==> src/rtl/lc4_rob_pkg.sv <==
// Shared sizing constants and the ROB entry record for the LC4 out-of-order back end.
package lc4_rob_pkg;

  localparam int IDX_W     = 2;
  localparam int ROB_DEPTH = 1 << IDX_W;
  localparam int PREG_W    = 4;
  localparam int PC_W      = 16;

  typedef struct packed {
    logic              valid;
    logic              done;
    logic              mispred;
    logic              has_rd;
    logic [PREG_W-1:0] prd;
    logic [PC_W-1:0]   redirect;
  } rob_entry_t;

endpackage

==> src/rtl/lc4_rob_entry.sv <==
// One ROB slot: flag and payload register with clear, dispatch-write and completion-write ports.
module lc4_rob_entry
  import lc4_rob_pkg::*;
(
  input  logic              clk,
  input  logic              rst,
  input  logic              clr_valid,
  input  logic              disp_we,
  input  logic [PREG_W-1:0] disp_prd,
  input  logic              disp_has_rd,
  input  logic              cmpl_we,
  input  logic              cmpl_mispred,
  input  logic [PC_W-1:0]   cmpl_redirect,
  output rob_entry_t        entry
);

  // Priority: reset, then clear, then dispatch, then completion. A completion
  // only lands on a live entry; stale tags from squashed work fall through.
  always_ff @(posedge clk) begin
    if (!rst) begin
      // NOTE: the payload is reset as well (not just valid) so the head's prd/has_rd read 0 out of reset.
      entry <= '0;
    end else if (clr_valid) begin
      // NOTE: non-blocking assignment for every sequential update, so all slots sample the same pre-edge state.
      entry.valid <= 1'b0;
    end else if (disp_we) begin
      entry.valid    <= 1'b1;
      entry.done     <= 1'b0;
      entry.mispred  <= 1'b0;
      entry.has_rd   <= disp_has_rd;
      entry.prd      <= disp_prd;
      entry.redirect <= '0;
    end else if (cmpl_we && entry.valid) begin
      entry.done     <= 1'b1;
      entry.mispred  <= cmpl_mispred;
      entry.redirect <= cmpl_redirect;
    end
  end

endmodule

==> src/rtl/lc4_rob_ctrl.sv <==
// ROB sequencing controller: allocates indices, tracks completion, retires in order, squashes on mispredict.
module lc4_rob_ctrl #(
  parameter int ROB_DEPTH = lc4_rob_pkg::ROB_DEPTH,
  parameter int IDX_W     = lc4_rob_pkg::IDX_W,
  parameter int PREG_W    = lc4_rob_pkg::PREG_W
) (
  input  logic              clk,
  input  logic              rst,
  input  logic              gwe,
  input  logic              disp_valid,
  input  logic [PREG_W-1:0] disp_prd,
  input  logic              disp_has_rd,
  output logic              disp_ready,
  output logic [IDX_W-1:0]  disp_rob_index,
  output logic              stall_front,
  input  logic              cmpl_valid,
  input  logic [IDX_W-1:0]  cmpl_rob_index,
  input  logic              cmpl_mispredict,
  input  logic [15:0]       cmpl_pc_redirect,
  output logic              commit_valid,
  output logic [IDX_W-1:0]  commit_rob_index,
  output logic [PREG_W-1:0] commit_prd,
  output logic              commit_has_rd,
  output logic              flush,
  output logic [15:0]       redirect_pc
);

  localparam logic [IDX_W:0] FULL_COUNT = (IDX_W + 1)'(ROB_DEPTH);

  lc4_rob_pkg::rob_entry_t ents [ROB_DEPTH];
  lc4_rob_pkg::rob_entry_t head_ent;

  logic [IDX_W-1:0] head, tail;
  logic [IDX_W:0]   count;
  logic             flush_r;
  logic [15:0]      redirect_r;

  logic disp_fire, commit_fire, recover, cmpl_fire;

  assign head_ent = ents[head];

  // A full ROB blocks dispatch even when the head retires this cycle.
  assign disp_ready   = rst & ~flush_r & (count < FULL_COUNT);
  assign commit_valid = head_ent.valid & head_ent.done & ~flush_r;

  assign disp_fire   = disp_valid & disp_ready & gwe;
  assign commit_fire = commit_valid & gwe;
  assign recover     = commit_fire & head_ent.mispred;
  assign cmpl_fire   = cmpl_valid & gwe & ~flush_r;

  for (genvar i = 0; i < ROB_DEPTH; i++) begin : g_entry
    lc4_rob_entry u_entry (
      .clk          (clk),
      .rst          (rst),
      .clr_valid    (recover | (commit_fire & (head == IDX_W'(i)))),
      .disp_we      (disp_fire & ~recover & (tail == IDX_W'(i))),
      .disp_prd     (disp_prd),
      .disp_has_rd  (disp_has_rd),
      .cmpl_we      (cmpl_fire & (cmpl_rob_index == IDX_W'(i))),
      .cmpl_mispred (cmpl_mispredict),
      .cmpl_redirect(cmpl_pc_redirect),
      .entry        (ents[i])
    );
  end

  always_ff @(posedge clk) begin
    if (!rst) begin
      head       <= '0;
      tail       <= '0;
      count      <= '0;
      flush_r    <= 1'b0;
      redirect_r <= '0;
    end else if (gwe) begin
      flush_r <= recover;
      if (recover) begin
        // Squash: the dispatch that may fire alongside the mispredicted commit is dropped.
        head       <= '0;
        tail       <= '0;
        count      <= '0;
        redirect_r <= head_ent.redirect;
      end else begin
        if (disp_fire)   tail <= tail + 1'b1;
        if (commit_fire) head <= head + 1'b1;
        case ({disp_fire, commit_fire})
          2'b10:   count <= count + 1'b1;
          2'b01:   count <= count - 1'b1;
          default: count <= count;
        endcase
      end
    end
  end

  assign stall_front      = ~disp_ready;
  assign disp_rob_index   = tail;
  assign commit_rob_index = head;
  assign commit_prd       = head_ent.prd;
  assign commit_has_rd    = head_ent.has_rd;
  assign flush            = flush_r;
  assign redirect_pc      = redirect_r;

endmodule

==> config.mk <==
export PLATFORM = sky130hd
export DESIGN_NAME = lc4_rob_ctrl
export DESIGN_NICKNAME = d
export VERILOG_FILES = /design/src/rtl/lc4_rob_pkg.sv /design/src/rtl/lc4_rob_entry.sv /design/src/rtl/lc4_rob_ctrl.sv
export SDC_FILE = /design/constraint.sdc
export NUM_CORES = 1
export LEC_CHECK = 0
export ABC_AREA = 1
export ABC_CLOCK_PERIOD_IN_PS = 2450
export CAP_MARGIN = 20
export CORE_ASPECT_RATIO = 1.4
export CORE_MARGIN = 1.5
export CORE_UTILIZATION = 57
export DETAILED_ROUTE_END_ITERATION = 10
export PLACE_DENSITY_LB_ADDON = 0.1
export SLEW_MARGIN = 20
export SYNTH_ARGS = -nofsm -noshare
export SYNTH_HDL_FRONTEND = slang
export SYNTH_SLANG_ARGS = --single-unit
==> constraint.sdc <==
create_clock -name clk -period 2.45 [get_ports clk]
set_input_delay 0.3675 -clock clk [delete_from_list [all_inputs] [get_ports clk]]
set_output_delay 0.3675 -clock clk [all_outputs]
set_load 0.005 [all_outputs]
==> results.yml <==
synth:
  dominant_combinational_cell_family_by_area_after_synthesis: "simple AND/OR/NAND/NOR gates"
  synth_cell_count_leaders: "156 x sky130_fd_sc_hd__nand3_1, 123 x sky130_fd_sc_hd__nor2_1, 120 x sky130_fd_sc_hd__dfxtp_1"
  synth.area.top_cells: "sky130_fd_sc_hd__dfxtp_1 44%, sky130_fd_sc_hd__nand3_1 14%, sky130_fd_sc_hd__nor2_1 8.4%"
  synth-compound-area-share_pct: 17.6
  proportion_of_synthesized_area_in_mux_cells_pct: 0
  post_synth_and_or_nand_nor_area_fraction_pct: 28.6
  synth_adder_area_share_pct: 2.19
  ys_types: 31
  synth_top_cell_by_area: "sky130_fd_sc_hd__dfxtp_1"
  ys_async_sr_fraction_pct: 0
  synthesis.area_sq_um: 5490
  post-synth-top-count-cell: "sky130_fd_sc_hd__nand3_1"
  syn-num-nets: 769
  yosys.area_share.xor_xnor_pct: 0
  synth_edf_count: 0
  yosysSeqAreaShare_pct: 43.7
  synthesis.yosys.warnings: 0
  postSynthRegisterBits: 120
  syn-mean-instance-area_sq_um: 7.51
  postSynthCellCount: 731
  netlist.area_leader.share_pct: 43.7
  dominantRegCellSynth: "sky130_fd_sc_hd__dfxtp_1"
floorplan:
  die-width_um: 86.0
  starting_density_pct: 58.4
  die_area_sq_um: 10200
  num_rows: 42
  core-area_sq_um: 9410
  die_h_um: 119
  design.portCount: 58
route:
  vias_per_cell: 6.27
  drt_first_iter_violations: 693
  drt-wirelength-per-cell_um: 18.5
  detail-route-antenna-nets: 0
  routed_wl_um: 16800
  via_total_after_detailed_routing: 5671
  firstDrtPassIters: 5
  route.detailed.drc: 0
timing:
  worstMarginPinSlew_ns: 0.530
  finalSetupViolCount: 0
  minimum_period_implied_by_the_final_worst_setup_slack_ns: 2.32
  report.final.slew_viol_count: 0
  hold_violations: 0
  holdWs_ns: 0.475
  fin_skew_ns: 0.00968
  grt_setup_unrepaired: "false"
  fmax_ghz: 0.431
  totalNegativeSetupSlack_ns: 0
  fin_crit_sh_pct: 94.7
  slew_headroom_pct: 64.6
setup_path:
  reg2reg_setup_slack_ns: 0.16
  worst_ep_required_time_ns: 2.08
  setup.worst_path.end_class: "primary output"
  worst_ep_arrival_time_ns: 1.95
  reg2reg_to: "g_entry[3].u_entry.entry[20]"
  critPathKind: "flip-flop to primary output"
  timing.critical_path.fanout_max: 13
  worst_setup_path_start_kind: "flip-flop"
  reg2regPathDepth: 12
  crit-reg2reg-launch: "commit_rob_index[0]"
worst_hold_path:
  min_delay_path_depth: 2
  min_to: "g_entry[3].u_entry.entry[9]"
  path_category_of_the_worst_min_delay_check: "flip-flop to flip-flop"
  hold_path.startpoint: "g_entry[3].u_entry.entry[9]"
pwr:
  p_leak_nw: 2.43
  power_per_cell_area_nw_per_um2: 691
  ir_worst_vdd_uv: 580
placement:
  finalWeightedCongestion: 0.885
  place.detailed.hpwl_um: 10000
  numPlacedInstances: 863
  port-buffer-count: 57
global_routing:
  grt_usage_pct: 33.5
  grt_first_pass_wirelength_um: 26900
  grt_max_degree: 51
  grt_overflow_total: 0
  first_global_vias: 5508
  grt_antenna_before_repair: 0
cts:
  clk_latency_ns: 0.41
  clock-root-buffer: "sky130_fd_sc_hd__clkbuf_16"
  cts_htree_levels: 4
  cts_tree: "built"
  clk_transition_reported_paths_ns: 0.05
  cts-buffers-inserted: 17
  cts_sinks: 120
  clock_tree.buffer_depth: 2
layout:
  ff_latch_area_sq_um: 2410
  area.growth.synth_to_final_pct: 24.1
  fillCellCount: 782
  antennaDiodeCount: 0
  area_of_the_multi_input_gates_sq_um: 2650
  stdcell_count: 904
  num-nets-final: 819
  drive_above_1_share_pct: 11.1
flow_run:
  timing.max_cap.violations: 0
outcome:
  run_status: "finished, final reports clean"
[cell type report]
cell class | instances | area share, %
Clock buffer | 25 | 7.71
Clock inverter | 7 | 1.29
Inverter | 31 | 1.78
Multi-Input combinational cell | 523 | 38.9
Sequential cell | 120 | 35.3
Tap cell | 110 | 2.02
Timing Repair Buffer | 88 | 12.9
[worst max path at each step]
stage / from / endpoint / cells after the start
floorplan: commit_rob_index[0] / g_entry[0].u_entry.entry[10] / 12
global placement: commit_rob_index[0] / g_entry[0].u_entry.entry[16] / 12
detailed placement: commit_rob_index[0] / g_entry[0].u_entry.entry[16] / 12
CTS: commit_rob_index[0] / commit_valid / 6
global route: commit_rob_index[1] / commit_has_rd / 4
finish: commit_rob_index[0] / commit_valid / 6
[cell usage in the layout, fill, tap and decap left out, drive strengths merged, types with 8 or more instances in the layout]
cell / count
a21oi: 80
a31oi: 16
buf: 29
clkbuf: 26
clkdlybuf4s50: 57
dfxtp: 120
ha: 8
inv: 29
nand2: 32
nand3: 162
nor2: 125
o21ai: 82
[cell families (layout without fill, tap and decap cells)]
kind of cell / Yosys count / in the layout
buffers and inverters: 88 / 151
AO/OA/AOI/OAI: 186 / 186
AND/OR/NAND/NOR: 328 / 328
adder cells (fa/ha/maj): 9 / 9
flip-flops: 120 / 120
[report_power, final]
| group | internal [mW] | switching (mW) | total (mW) |
|---|---|---|---|
| clock | 1.68 | 0.857 | 2.54 |
| sequential | 1.96 | 0.00748 | 1.97 |
| combinational | 0.0821 | 0.117 | 0.199 |
[routing by layer]
metal  wire [um]  GRT usage [%]  part of all wire [%]  vias to the layer above
li1            -              -                     -                     2629
met1        6470           39.7                    39                     2696
met2        8490           56.5                    51                      275
met4         625           17.0                   3.7                        0
met5           0              0                     0                        -
met3        1180           6.79                   7.1                       71
[repair_timing]
action,4_1_cts,5_1_grt
resized for setup,0,7
endpoints found under the setup margin,1,67
hold endpoints to repair,0,0
pin swaps,0,1
buffers inserted,0,7
gates cloned,1,1
hold buffers,0,0
[through the flow]
stage / utilization, % / cell area (sq um) / setup WS [ns] / power (mW)
after floorplan: - / 5490 / 0.476 / 2.10
after global placement: 64.6 / 6070 / 0.171 / 2.20
after detailed placement: 64.6 / 6070 / 0.103 / 2.20
after CTS: 71.4 / 6720 / 0.0243 / 4.71
after global routing: 72.4 / 6810 / 0.0189 / 4.82
final: 72.4 / 6810 / 0.130 / 4.71
[registers in the layout, summed over array words and instances, names as in the netlist]
register               count
g_entry.u_entry.entry     96
redirect_pc               16
count                      3
commit_rob_index           2
disp_rob_index             2
flush                      1
[critical path: stages (launching register included)]
cell	delay, ns
sky130_fd_sc_hd__dfxtp_4	0.40
sky130_fd_sc_hd__buf_12	0.15
sky130_fd_sc_hd__nand3_1	0.06
sky130_fd_sc_hd__nand3_1	0.08
sky130_fd_sc_hd__nand2_1	0.08
sky130_fd_sc_hd__nor2_4	0.21
sky130_fd_sc_hd__clkdlybuf4s50_1	0.55
Power figures use the tool's default switching activity.
